--- config.mk ---
export PLATFORM = sky130hd
export DESIGN_NAME = gpio_sw_sequencer
export DESIGN_NICKNAME = d
export VERILOG_FILES = /design/src/rtl/gpio_sw_sequencer.sv
export SDC_FILE = /design/constraint.sdc
export NUM_CORES = 1
export LEC_CHECK = 0
export CAP_MARGIN = 20
export CORE_ASPECT_RATIO = 1.75
export CORE_UTILIZATION = 55
export CTS_CLUSTER_SIZE = 16
export DETAILED_ROUTE_END_ITERATION = 16
export GPL_TIMING_DRIVEN = 1
export HOLD_SLACK_MARGIN = 0.06
export PLACE_DENSITY = 0.76
export SLEW_MARGIN = 20
export SYNTH_ARGS = -nofsm -noshare
export SYNTH_HDL_FRONTEND = slang
export SYNTH_SLANG_ARGS = --single-unit
--- constraint.sdc ---
create_clock -name clk -period 2.6 [get_ports clk]
set_input_delay 0.52 -clock clk [delete_from_list [all_inputs] [get_ports clk]]
set_output_delay 0.52 -clock clk [all_outputs]
set_load 0.02 [all_outputs]
--- src/rtl/gpio_sw_sequencer.sv ---
// gpio_sw_sequencer: replays a table of switch patterns into a GPIO ATR idle register
module gpio_sw_sequencer #(
  parameter int BASE = 0,
  parameter int ATR_BASE = 0,
  parameter int DEPTH_LOG2 = 4,
  parameter int DWELL_WIDTH = 16
) (
  input  logic                   clk,
  input  logic                   reset,
  input  logic                   host_set_stb,
  input  logic [7:0]             host_set_addr,
  input  logic [31:0]            host_set_data,
  input  logic                   rx,
  input  logic                   tx,
  output logic                   out_set_stb,
  output logic [7:0]             out_set_addr,
  output logic [31:0]            out_set_data,
  output logic                   busy,
  output logic [DEPTH_LOG2-1:0]  seq_index,
  output logic                   collision
);
  localparam logic [1:0] IDLE = 2'd0, LOAD = 2'd1, DWELL = 2'd2, DONE = 2'd3;
  localparam logic [7:0] CTRL_ADDR = 8'(BASE);
  localparam logic [7:0] DWELL_ADDR = 8'(BASE + 1);
  localparam logic [7:0] TABLE_ADDR = 8'(BASE + 2);
  localparam logic [7:0] ATR_ADDR = 8'(ATR_BASE);
  localparam int DEPTH = 1 << DEPTH_LOG2;
  logic [1:0] state;
  logic enable, one_shot, idle_gate;
  logic [DEPTH_LOG2-1:0] last_index;
  logic [DWELL_WIDTH-1:0] dwell, counter;
  logic [9:0] pat_table [DEPTH];
  logic [9:0] pattern;
  logic pending;
  logic ctrl_wr, dwell_wr, table_wr, gated, issue, load;
  assign ctrl_wr = host_set_stb && host_set_addr == CTRL_ADDR;
  assign dwell_wr = host_set_stb && host_set_addr == DWELL_ADDR;
  assign table_wr = host_set_stb && host_set_addr == TABLE_ADDR;
  assign gated = idle_gate && (rx || tx);
  assign load = enable && state == LOAD;
  assign issue = enable && pending && !host_set_stb;
  assign busy = state != IDLE;
  // host-visible control, dwell and pattern table registers
  always_ff @(posedge clk)
    if (reset) begin
      enable <= 1'b0;
      one_shot <= 1'b0;
      idle_gate <= 1'b0;
      last_index <= '0;
      dwell <= '0;
      for (int i = 0; i < DEPTH; i++) pat_table[i] <= '0;
    end else begin
      if (ctrl_wr) begin
        enable <= host_set_data[0];
        one_shot <= host_set_data[1];
        idle_gate <= host_set_data[2];
        last_index <= host_set_data[8 +: DEPTH_LOG2];
      end
      if (dwell_wr) dwell <= host_set_data[DWELL_WIDTH-1:0];
      if (table_wr) pat_table[host_set_data[16 +: DEPTH_LOG2]] <= host_set_data[9:0];
    end
  // sequencing FSM: load a pattern, dwell on it, then advance or wrap
  always_ff @(posedge clk)
    if (reset) begin
      state <= IDLE;
      seq_index <= '0;
      counter <= '0;
    end else if (!enable) begin
      state <= IDLE;
      seq_index <= '0;
    end else begin
      case (state)
        IDLE: state <= LOAD;
        LOAD: begin
          counter <= dwell;
          state <= DWELL;
        end
        DWELL:
          if (!gated) begin
            if (|counter) counter <= counter - 1'b1;
            else if (seq_index == last_index) begin
              if (one_shot) state <= DONE;
              else begin
                seq_index <= '0;
                state <= LOAD;
              end
            end else begin
              seq_index <= seq_index + 1'b1;
              state <= LOAD;
            end
          end
        default: state <= DONE;
      endcase
    end
  // pending sequencer write; a reload before issue overwrites it and flags collision
  always_ff @(posedge clk)
    if (reset) begin
      pending <= 1'b0;
      pattern <= '0;
      collision <= 1'b0;
    end else begin
      if (!enable) pending <= 1'b0;
      else if (load) begin
        pending <= 1'b1;
        pattern <= pat_table[seq_index];
      end else if (issue) pending <= 1'b0;
      collision <= ctrl_wr ? 1'b0 : collision | (load && pending && host_set_stb);
    end
  // registered bus merge: host has priority, sequencer fills idle cycles
  always_ff @(posedge clk)
    if (reset) begin
      out_set_stb <= 1'b0;
      out_set_addr <= '0;
      out_set_data <= '0;
    end else begin
      out_set_stb <= host_set_stb || issue;
      if (host_set_stb) begin
        out_set_addr <= host_set_addr;
        out_set_data <= host_set_data;
      end else if (issue) begin
        out_set_addr <= ATR_ADDR;
        out_set_data <= {22'b0, pattern};
      end
    end
endmodule

==> flow_metrics.tcl <==
set metrics [dict create \
    ys.flop_type "edfxtp_1" \
    yosysTopAreaCell "edfxtp_1" \
    synth_seq_area_share 0.593 \
    leakagePower_nw 4.73 \
    grt_first_pass_wirelength_mm 42.9 \
    synth_edf_count 160 \
    cts_htree_levels 1 \
    area_growth_syn_to_layout_pct 18.3 \
    cts_buffers 24 \
    die_x_um 111 \
    crit_path_max_fanout 23 \
    drtIter0Drc 433 \
    max_slew_margin 0.512 \
    worst-path-buf-inv 1 \
    root_buffer "clkbuf_16" \
    synth_nets 973 \
    layout_min_cycle_time_ns 2.47 \
    synth-async-reset-ratio 0 \
    synth_top_area_frac 0.421 \
    grt_max_degree 46 \
    postCtsSetupBuffers 0 \
    drv_slew 0 \
    finalPower_mw 8.40 \
    die_h_um 192 \
    clock-sinks 258 \
    ys_ff_latch 258 \
    slowest_delay_ns 0.72 \
    whs_ns 0.472 \
    tightest_slew_ns 0.732 \
    io_pins 92 \
    cp-end-kind "primary output" \
    reg2reg_slack_ns 0.22 \
    finalWirelength_mm 28.0 \
    final_area_um2 13500 \
    hold_viol 0 \
    cts_tree "yes" \
    synthCells 926 \
    antenna_found_initial 0 \
    max_freq_ghz 0.405 \
    yosys_warnings 0 \
    crit_family "flip-flops" \
    ys_types 53 \
    synth_compound_area_frac 0.0782 \
    synth-simple-area-share 0.175 \
    outcome "completed" \
    required_ns 2.08 \
    gp_congestion 0.849 \
    post-dp-hpwl_mm 19.3 \
    dr.pass1.iters 4 \
    critPathKind "flop to primary output" \
    r2r_cells 7 \
    clock_path_buffers 3 \
    ir_drop_mv 0.676 \
    die_area_um2 21300 \
    synth_xor_area_frac 0.00307 \
    core.rowCount 69 \
    synth.area.mux_share 0.118 \
    io_buffers 91 \
    power_density_nw_per_um2 623 \
    diodes 0 \
    initial_core_util 0.562 \
    ant_nets 0 \
    layout-drive-gt1-share 0.155 \
    ctsHoldBuffers 0 \
    slowest_stage "dfxtp_2" \
    min_path_cells 1 \
    synth_top_family_by_area "simple AND/OR/NAND/NOR gates" \
    critPathArrivalTime_ns 1.95 \
    synth_fa_ha_area_frac 0.00219 \
    maxCapViolCount 0 \
    worstPathCellList "clkdlybuf4s50_1" \
    vias 7441 \
    clkTransAtPathRegs_ns 0.06 \
    drc 0 \
    clock_insertion_delay_worst_skew_ns 0.52 \
    synth_area_leaders "edfxtp_1 (42%), dfxtp_1 (17%), and2_1 (8.8%), mux4_2 (7.9%), mux2i_1 (3.9%)" \
    gr-usage-all-layers 0.267 \
    wl_per_cell_um 21.8 \
    setup_viol 0 \
    synthesis.area_um2 11400 \
    first_global_vias 7592 \
    placed_area_um2 12800 \
    post-route-period-util 0.950 \
    finClkSkew_ns 0.00904 \
    coreArea_um2 20300 \
    rsz0062_at_grt "false" \
    hold_path.class "flop to flop" \
    worst-path-stages 1 \
    finalNetCount 1067 \
    grt_overflow 0 \
    synth.avg_cell_area_um2 12.3 \
    start_kind "flop" \
    vias_per_cell 5.79 \
]
-- cell families after synthesis --
kind of cell,after synthesis
flip-flops,258
XOR/XNOR,4
adder cells (fa/ha/maj),2
AO/OA/AOI/OAI,136
multiplexers,84
buffers and inverters,82
AND/OR/NAND/NOR,360
-- stage by stage --
stage / setup WS (ns) / util / cells / TNS, ns
2_1_floorplan: 0.442 / - / 926 / 0
3_3_place_gp: -0.387 / 0.628 / 1242 / -67.28
3_5_place_dp: -0.407 / 0.629 / 1242 / -72.80
4_1_cts: 0.103 / 0.665 / 1286 / 0
5_1_grt: 0.00382 / 0.665 / 1286 / 0
6_report: 0.130 / 0.665 / 1286 / 0
-- sequential cells by signal (all words and copies together), names as in the netlist --
signal and count:
out_set_addr 8, pattern 10, out_set_stb 1, state 2, collision 1, out_set_data 32
enable 1, last_index 4, seq_index 4, pat_table 160, dwell 16, counter 16
one_shot 1, pending 1, idle_gate 1
-- layout by cell type (no fill, tap or decap), types with 3 or more instances in the layout --
cell type / Yosys / routed
o21ai_1: 8 / 8
clkbuf_8: 0 / 3
a21oi_1: 52 / 52
nor2b_1: 5 / 3
clkdlybuf4s50_1: 0 / 90
a22o_1: 30 / 30
dfxtp_1: 98 / 96
a31oi_1: 3 / 3
xor2_1: 4 / 4
nand2_1: 36 / 36
or2_2: 17 / 15
nand3_1: 21 / 21
nor3_2: 3 / 3
inv_1: 7 / 7
nor2_1: 71 / 71
or3b_1: 3 / 3
clkinv_2: 0 / 5
nand2b_1: 8 / 8
o21ai_0: 17 / 17
or3_1: 5 / 5
o22ai_1: 4 / 4
a211oi_2: 3 / 3
nor3_1: 16 / 16
buf_4: 0 / 49
mux4_2: 40 / 40
o21a_1: 3 / 3
mux2i_1: 44 / 44
clkbuf_16: 0 / 25
and2_1: 161 / 161
edfxtp_1: 160 / 160
clkbuf_1: 59 / 11
buf_12: 0 / 3
-- final cells by class --
type                       count  area (um2)
clock inverter                 5        25.0
clock buffer                  39         708
fill                        1474        6800
multi-input combinational    586        4320
sequential                   258        6770
inverter                       7        26.3
tap                          248         310
timing repair buffer         143        1330
-- where the power goes --
part / leakage [nW] / switching (mW) / internal, mW
combinational: 2.05 / 0.289 / 0.228
clock: 0.362 / 1.45 / 1.86
sequential: 2.32 / 0.0767 / 4.50
total: 4.73 / 1.81 / 6.59
-- Yosys cell counts, types with 4 or more instances --
library cell    n
clkbuf_1       59
o21ai_1         8
and2_1        161
nor2b_1         5
nand3_1        21
nand2b_1        8
or3_1           5
nand2_1        36
nor2_1         71
mux4_2         40
edfxtp_1      160
a21oi_1        52
or2_2          17
xor2_1          4
inv_1           7
a22o_1         30
nor3_1         16
buf_2          11
mux2i_1        44
o22ai_1         4
o21ai_0        17
dfxtp_1        98
-- final timing paths --
| kind | from | to |
|---|---|---|
| max reg2reg | counter[0] | seq_index[0] |
| min | out_set_data[31] | out_set_data[31] |
| max | seq_index[1] | seq_index[1] |
| min reg2reg | out_set_data[31] | out_set_data[31] |
-- routing by layer --
metal / global-route usage / routed length [um] / vias up
met5: 0 / 0 / -
met4: 0.145 / 1430 / 0
met3: 0.0314 / 952 / 69
met2: 0.529 / 15900 / 218
met1: 0.268 / 9700 / 3641
li1: - / - / 3513
-- timing repair --
item | 4_1_cts | 5_1_grt
endpoints found under the setup margin | 0 | 12
gates resized for setup | 0 | 2
endpoints found under the hold margin | 0 | 0
No activity file was read; power rests on OpenSTA's default activity.
